==> config.mk <==
export PLATFORM = sky130hd
export DESIGN_NAME = mem_stage
export DESIGN_NICKNAME = d
export VERILOG_FILES = /design/src/rtl/mem_stage_pkg.sv /design/src/rtl/mem_stage_dmem.sv /design/src/rtl/mem_stage.sv
export SDC_FILE = /design/constraint.sdc
export NUM_CORES = 2
export LEC_CHECK = 0
export BUFFER_PORTS_ARGS = -buffer_cell sky130_fd_sc_hd__buf_2
export CAP_MARGIN = 10
export CORE_ASPECT_RATIO = 2
export CORE_MARGIN = 4
export CORE_UTILIZATION = 30
export DETAILED_ROUTE_END_ITERATION = 7
export SLEW_MARGIN = 20
export SYNTH_ARGS = -nofsm -noshare
export SYNTH_HDL_FRONTEND = slang
export SYNTH_SLANG_ARGS = --single-unit
export TNS_END_PERCENT = 20
==> constraint.sdc <==
create_clock -name clk -period 2.9 [get_ports clk]
set_input_delay 0.725 -clock clk [delete_from_list [all_inputs] [get_ports clk]]
set_output_delay 0.725 -clock clk [all_outputs]
set_load 0.01 [all_outputs]
==> src/rtl/mem_stage_pkg.sv <==
// Shared definitions for the MEM stage: memory geometry defaults, the
// data returned on a faulting load, and the MEM/WB pipeline register layout.
package mem_stage_pkg;

    localparam int unsigned MEM_WORDS_DEFAULT = 64;
    localparam int unsigned AW_DEFAULT        = 6;

    localparam logic [31:0] ADDR_ERR_DATA = 32'h0000_0000;

    typedef struct packed {
        logic        regwrite;
        logic        memtoreg;
        logic [4:0]  writereg;
        logic [31:0] readdata;
        logic [31:0] aluout;
        logic        addrerr;
    } memwb_t;

endpackage

==> src/rtl/mem_stage_dmem.sv <==
// Word-addressed data memory: one synchronous write port, one asynchronous
// read port. Contents are deliberately not reset.
module dmem
    import mem_stage_pkg::*;
#(
    parameter int unsigned MEM_WORDS = MEM_WORDS_DEFAULT,
    parameter int unsigned AW        = AW_DEFAULT
) (
    input  logic          clk_i,
    input  logic          we_i,
    input  logic [AW-1:0] addr_i,
    input  logic [31:0]   wdata_i,
    output logic [31:0]   rdata_o
);

    logic [31:0] mem_q [MEM_WORDS];

    always_ff @(posedge clk_i) begin
        if (we_i) begin
            mem_q[addr_i] <= wdata_i;
        end
    end

    // Read sees the pre-edge contents; a same-edge write lands afterwards.
    assign rdata_o = mem_q[addr_i];

endmodule

==> src/rtl/mem_stage.sv <==
// MEM pipeline stage: address decode, data memory access, MEM/WB register
// and the writeback result mux (ResultW doubles as a forwarding source).
module mem_stage
    import mem_stage_pkg::*;
#(
    parameter int unsigned MEM_WORDS = MEM_WORDS_DEFAULT,
    parameter int unsigned AW        = AW_DEFAULT
) (
    input  logic        clk,
    input  logic        reset,
    input  logic        RegWriteM,
    input  logic        MemtoRegM,
    input  logic        MemWriteM,
    input  logic [4:0]  WriteRegM,
    input  logic [31:0] ALUOutM,
    input  logic [31:0] WriteDataM,
    output logic        RegWriteW,
    output logic        MemtoRegW,
    output logic [4:0]  WriteRegW,
    output logic [31:0] ReadDataW,
    output logic [31:0] ALUOutW,
    output logic [31:0] ResultW,
    output logic        AddrErrW
);

    logic [AW-1:0] word_idx;
    logic          addr_valid;
    logic          mem_we;
    logic [31:0]   mem_rdata;
    logic [31:0]   read_data_m;
    memwb_t        memwb_d;
    memwb_t        memwb_q;

    assign word_idx   = ALUOutM[AW+1:2];
    assign addr_valid = (ALUOutM[1:0] == 2'b00) && (~|ALUOutM[31:AW+2]);

    // Gating on reset keeps a store presented during reset out of memory.
    assign mem_we = MemWriteM & addr_valid & ~reset;

    dmem #(
        .MEM_WORDS(MEM_WORDS),
        .AW       (AW)
    ) u_dmem (
        .clk_i  (clk),
        .we_i   (mem_we),
        .addr_i (word_idx),
        .wdata_i(WriteDataM),
        .rdata_o(mem_rdata)
    );

    assign read_data_m = addr_valid ? mem_rdata : ADDR_ERR_DATA;

    always_comb begin
        memwb_d          = '0;
        memwb_d.regwrite = RegWriteM & ~(MemtoRegM & ~addr_valid);
        memwb_d.memtoreg = MemtoRegM;
        memwb_d.writereg = WriteRegM;
        memwb_d.readdata = read_data_m;
        memwb_d.aluout   = ALUOutM;
        memwb_d.addrerr  = (MemWriteM | MemtoRegM) & ~addr_valid;
    end

    always_ff @(posedge clk or posedge reset) begin
        if (reset) begin
            memwb_q <= '0;
        end else begin
            memwb_q <= memwb_d;
        end
    end

    assign RegWriteW = memwb_q.regwrite;
    assign MemtoRegW = memwb_q.memtoreg;
    assign WriteRegW = memwb_q.writereg;
    assign ReadDataW = memwb_q.readdata;
    assign ALUOutW   = memwb_q.aluout;
    assign AddrErrW  = memwb_q.addrerr;
    assign ResultW   = memwb_q.memtoreg ? memwb_q.readdata : memwb_q.aluout;

endmodule

Word-level counts from Yosys, hierarchy flattened. Memories as Yosys holds them, arrays and structs flattened. Cells that the tools add are included.

Flip-flop bits (word level): 72. Latch bits: 0. RAM bits: 2048. ROM bits: 0. Input bits: 74. Output and inout port bits: 104. Logic and storage cells: 24. Memories kept: 1.

Memories: u_dmem.mem_q (words 64, width 32, read ports 1, clocked after Yosys merged registers in 0, write ports 1, line mem_stage_dmem.sv:16) `logic [31:0] mem_q [MEM_WORDS];`.

Add/subtract/negate cells: 0. Multipliers: 0. Div/mod/pow operators: 0. $lt $le $gt $ge: 0. Eq/ne operators: 0. Shifts and indexed selects: 0. Mux-type cells: 4. Bitwise gates (word level): 9. Reductions and logical operators: 4.

Operators by type and width (number): $mux 32 (2); $reduce_or 24->1 (1); $and 1x1->1 (5); $not 1->1 (3); $logic_not 2->1 (1); $mux 1 (2); $logic_and 1x1->1 (1); $logic_not 1->1 (1); $or 1x1->1 (1).

Depth between registers and ports, before layout.
Depth after elaboration: 7. Gate-level depth with buffers: 11. Depth with buffers taken out: 6.

Modules after synthesis. A second synthesis with hierarchy kept.

Cell total of the unflattened synthesis: 4400. Area, all modules: 81087.8 sq um.

By module, submodules not included: dmem (times used 1, cells an instance 4207, area an instance 78287.6 sq um, sequential area each 61499.0 sq um); mem_stage (times used 1, cells an instance 193, area an instance 2800.2 sq um, sequential area each 1801.7 sq um).

Least setup slack after synthesis. No wires, ideal clock.

Path type: input to register. Start point: in ALUOutM[15]. End point: mem u_dmem.mem_q[15][0] (enable). Library setup time: 0.421 ns. Data arrival time: 3.524 ns. Data required time: 2.479 ns. Path slack: -1.045 ns. Stages on the path: 6. Buffers on the path: 0. Path through: or4_1 -> nor3_2 -> nand4_2 -> and4bb_4 -> nand2_4 -> nor2_1.

Word-level cells in the longest chain between the ends: 7.

RTL lines: start, declared (line mem_stage.sv:15) `input logic [31:0] ALUOutM,`; $reduce_or 24->1 (line mem_stage.sv:35) `assign addr_valid = (ALUOutM[1:0] == 2'b00) && (~|ALUOutM[31:AW+2]);`; $logic_not 1->1 (line mem_stage.sv:35); $logic_and 1x1->1 (line mem_stage.sv:35); $and 1x1->1 (2 in series) (line mem_stage.sv:38) `assign mem_we = MemWriteM & addr_valid & ~reset;`; $mux 1 (line mem_stage_dmem.sv:19) `if (we_i) begin`; $mux 1 (not written as such) (line mem_stage_dmem.sv:20) `mem_q[addr_i] <= wdata_i;`; end, declared (line mem_stage_dmem.sv:16).

No other way between the ends.

Worst setup path after layout.
Start point: in ALUOutM[16]. End point: mem u_dmem.mem_q[6][7] (enable).

Same word-level chain as after synthesis.

==> flow_summary_export.csv <==
group,metric,value,unit
outcome,outcome,"finished with violations",
outcome,violations,"setup timing",
logic_synthesis,syn_area,0.0802,mm²
final_layout,syn_to_final_growth,23.3,%
logic_synthesis,synth_edf_count,2048,
logic_synthesis,synth_mux_area_share,4.72,%
final_layout,final_cell_mix,"edfxtp_1, buf_4, a22oi_1, a221oi_1, buf_12",
critical_path,rr_startpoint,"u_dmem.mem_q[6][29]",
timing,fin_crit,2.90,ns
floorplanning,core,0.266,mm²
timing,fmax,344,MHz
logic_synthesis,syn_nets,4560,
global_route,overflow,0,
placement,gp_congestion,0.907,
critical_path,crit_path_start_kind,"primary input",
global_route,antenna_found_initial,9,
critical_path,r2r_cells,6,
floorplanning,io_pins,178,
power,ir_worst_vdd,0.700,mV
final_layout,drive_above_1_share,25.5,%
cts,cts.reportedPaths.clkPinSlew,0.07,ns
timing,timing.hold.ws,0.0471,ns
floorplanning,initial_core_util,30.1,%
timing,hold_viol_final,0,
route,routedWlPerCell,28.7,µm
logic_synthesis,synth_top_family_by_area,"compound AO/OA/AOI/OAI gates",
critical_path,crit_required,3.43,ns
logic_synthesis,async_reset_ff_share,3.40,%
timing,slew_headroom,30.7,%
hold_path,hold_class,"primary input to async pin",
cts,cts_htree_levels,4,
final_layout,fin_util,37.2,%
cts,cts_tree,"done",
critical_path,cpMostUsedCell,"buf_12",
route,vias_per_cell,5.37,
critical_path,slowest_delay,0.58,ns
power,p_leak,32.1,nW
logic_synthesis,synth-seq-area-share,78.9,%
critical_path,crit_chain,"dlygate4sd3_1 > or4_4 > nor3_4 > nand4_4 > and4bb_4 > buf_12 > nand2_8 > nor2_4 > buf_12 > clkbuf_16",
cts,clock_path_buffers,4,
critical_path,rr_endpoint,"ReadDataW[29]",
cts,cts_root_buffer,"clkbuf_16",
timing,finalWorstSetupSlack,-0.00387,ns
floorplanning,die_h,739,µm
logic_synthesis,synth-compound-area-share,11.9,%
floorplanning,rows,268,
critical_path,end_kind,"flip-flop",
global_route,grt_pass1_wl,356,mm
route,drc,0,
logic_synthesis,synth_cell_types,65,
cts,clock_latency,0.89,ns
route,ant_nets,0,
timing,clock_skew,0.116,ns
global_route,grt_pass1_vias,48500,
global_route,grt_max_degree,66,
logic_synthesis,synthSimpleGateAreaFrac,2.46,%
logic_synthesis,synthAdderAreaFrac,0,%
final_layout,layout.nets,5305,
cts,numCtsBuffers,188,
critical_path,arrival,3.43,ns
global_route,track_usage,17.7,%
final_layout,final_common_cell,"edfxtp_1",
logic_synthesis,synth-seq-cells,2120,
flow_run,drv_cap,0,
power,p_per_area,635,mW/mm²
floorplanning,die_x,374,µm
timing,final_max_slew_viol_count,0,
route,wl,255,mm
route,first_pass_iters,6,
timing,finalSetupViolCount,1,
timing,worstMarginPinSlew,1.03,ns
logic_synthesis,syn_area_per_cell,17.9,µm²
logic_synthesis,synthCells,4486,
placement,placement.io_buffers,177,
logic_synthesis,synth_xor_area_share,0,%
critical_path,ff2ff_setup_slack,0.51,ns
critical_path,criticalPathCategory,"primary input to flip-flop",
timing,period_share,100,%
critical_path,path_max_fanout,8,
route,route.vias.total,47700,
cts,clkSinkCount,2120,
route,drtIter0Drc,5238,
floorplanning,die-area,0.276,mm²
logic_synthesis,ys_warn_count,0,
critical_path,slowest_stage,"dlygate4sd3_1",
placement,dp_hpwl,176,mm
logic_synthesis,ys.flop_type,"edfxtp_1",
-- stage by stage --
step | setup WS, ns | setup TNS, ns | power [mW] | area (µm²) | instances
6_report | -0.00387 | -0.00387 | 62.8 | 98900 | 8893
2_1_floorplan | -0.343 | -571.47 | 35.8 | 80700 | 4486
5_1_grt | -0.0188 | -0.0571 | 64.5 | 98900 | 8888
3_3_place_gp | -0.616 | -1051.67 | 38.1 | 92400 | 8519
4_1_cts | 0.0189 | 0 | 63.2 | 98800 | 8882
3_5_place_dp | -0.577 | -937.48 | 38.2 | 92400 | 8519
-- registers in the layout (all words and copies together), names as in the netlist --
register,count
RegWriteW,1
MemtoRegW,1
AddrErrW,1
ALUOutW,32
WriteRegW,5
ReadDataW,32
u_dmem.mem_q,2048
-- where the power goes --
| part | switching, mW | internal (mW) |
|---|---|---|
| sequential | 0.0164 | 33.6 |
| combinational | 2.53 | 1.43 |
| clock | 11.2 | 14.1 |
| total | 13.7 | 49.1 |
-- area by class of cell --
type                    count  area [µm²]
repair buffers            904        9230
flip-flops and latches   2120       63300
fillers                 24500      167000
clock inverters            88         966
multi-input cells        2014       15900
diodes                      6        15.0
well taps                3510        4390
inverters                   3        16.3
clock buffers             248        5130
-- cells by family (layout without fill, tap and decap cells) --
logic type | after synthesis | in the layout
other | 0 | 6
AO/OA/AOI/OAI | 1289 | 1289
buffers and inverters | 352 | 1243
multiplexers | 315 | 315
flip-flops | 2120 | 2120
AND/OR/NAND/NOR | 410 | 410
-- per-layer routing --
metal / vias to the layer above / share of wire [%] / GRT usage (%)
li1: 20200 / - / -
met1: 24700 / 33 / 18.2
met2: 2180 / 54 / 33.9
met3: 650 / 5.5 / 2.29
met4: 8 / 7.0 / 10.2
met5: - / 0.019 / 0
-- timing repair --
action | 4_1_cts | 5_1_grt
buffers inserted | 0 | 3
gates cloned | 0 | 3
endpoints found under the hold margin | 27 | 0
pin swaps | 0 | 4
resized for setup | 2 | 3
hold buffers | 27 | 0
setup endpoints to repair | 32 | 460
-- cell usage after synthesis, types with 5 or more instances --
cell       number  area share [%]
and4_1         15            0.16
a2bb2oi_1      13            0.14
a22o_1         69            0.75
clkbuf_1      140            0.66
nand2_1        71            0.33
buf_4          23            0.22
o31ai_1        13            0.12
buf_1          27            0.13
buf_6           5           0.070
o22a_1         13            0.14
a221oi_1      274             3.0
edfxtp_1     2048              77
o221ai_1       61            0.67
a211o_1        13            0.14
o21ai_0       125            0.78
buf_2         154            0.96
nand3_1        36            0.22
a222oi_1       28            0.35
mux2_2         84             1.2
o311ai_0       14            0.15
a21oi_1       147            0.92
mux2i_1       189             2.4
a211oi_1       29            0.27
o22ai_1        63            0.49
nor3_1         44            0.27
nor4_1         18            0.14
mux4_2         41             1.2
dfrtp_1        72             2.2
a31oi_1        43            0.34
nor2_1        180            0.84
nor2b_1         5           0.039
o21ai_1         5           0.031
a22oi_1       362             3.4
-- how the worst max path moves through the flow --
stage / to / depth (start not counted) / start / slack, ns
global route: u_dmem.mem_q[6][7] / 10 / ALUOutM[16] / -0.02
global placement: u_dmem.mem_q[4][22] / 9 / ALUOutM[24] / -0.62
finish: u_dmem.mem_q[6][7] / 10 / ALUOutM[16] / -0.004
detailed placement: u_dmem.mem_q[62][27] / 10 / ALUOutM[24] / -0.58
CTS: u_dmem.mem_q[28][25] / 9 / ALUOutM[16] / 0.02
floorplan: u_dmem.mem_q[0][0] / 6 / ALUOutM[15] / -0.34
-- worst max-delay path, delay by kind of cell --
kind,cells,cell delay (ns)
AND/OR/NAND/NOR,6,1.63
buffers and inverters,4,1.05
Power figures use the tool's default switching activity.
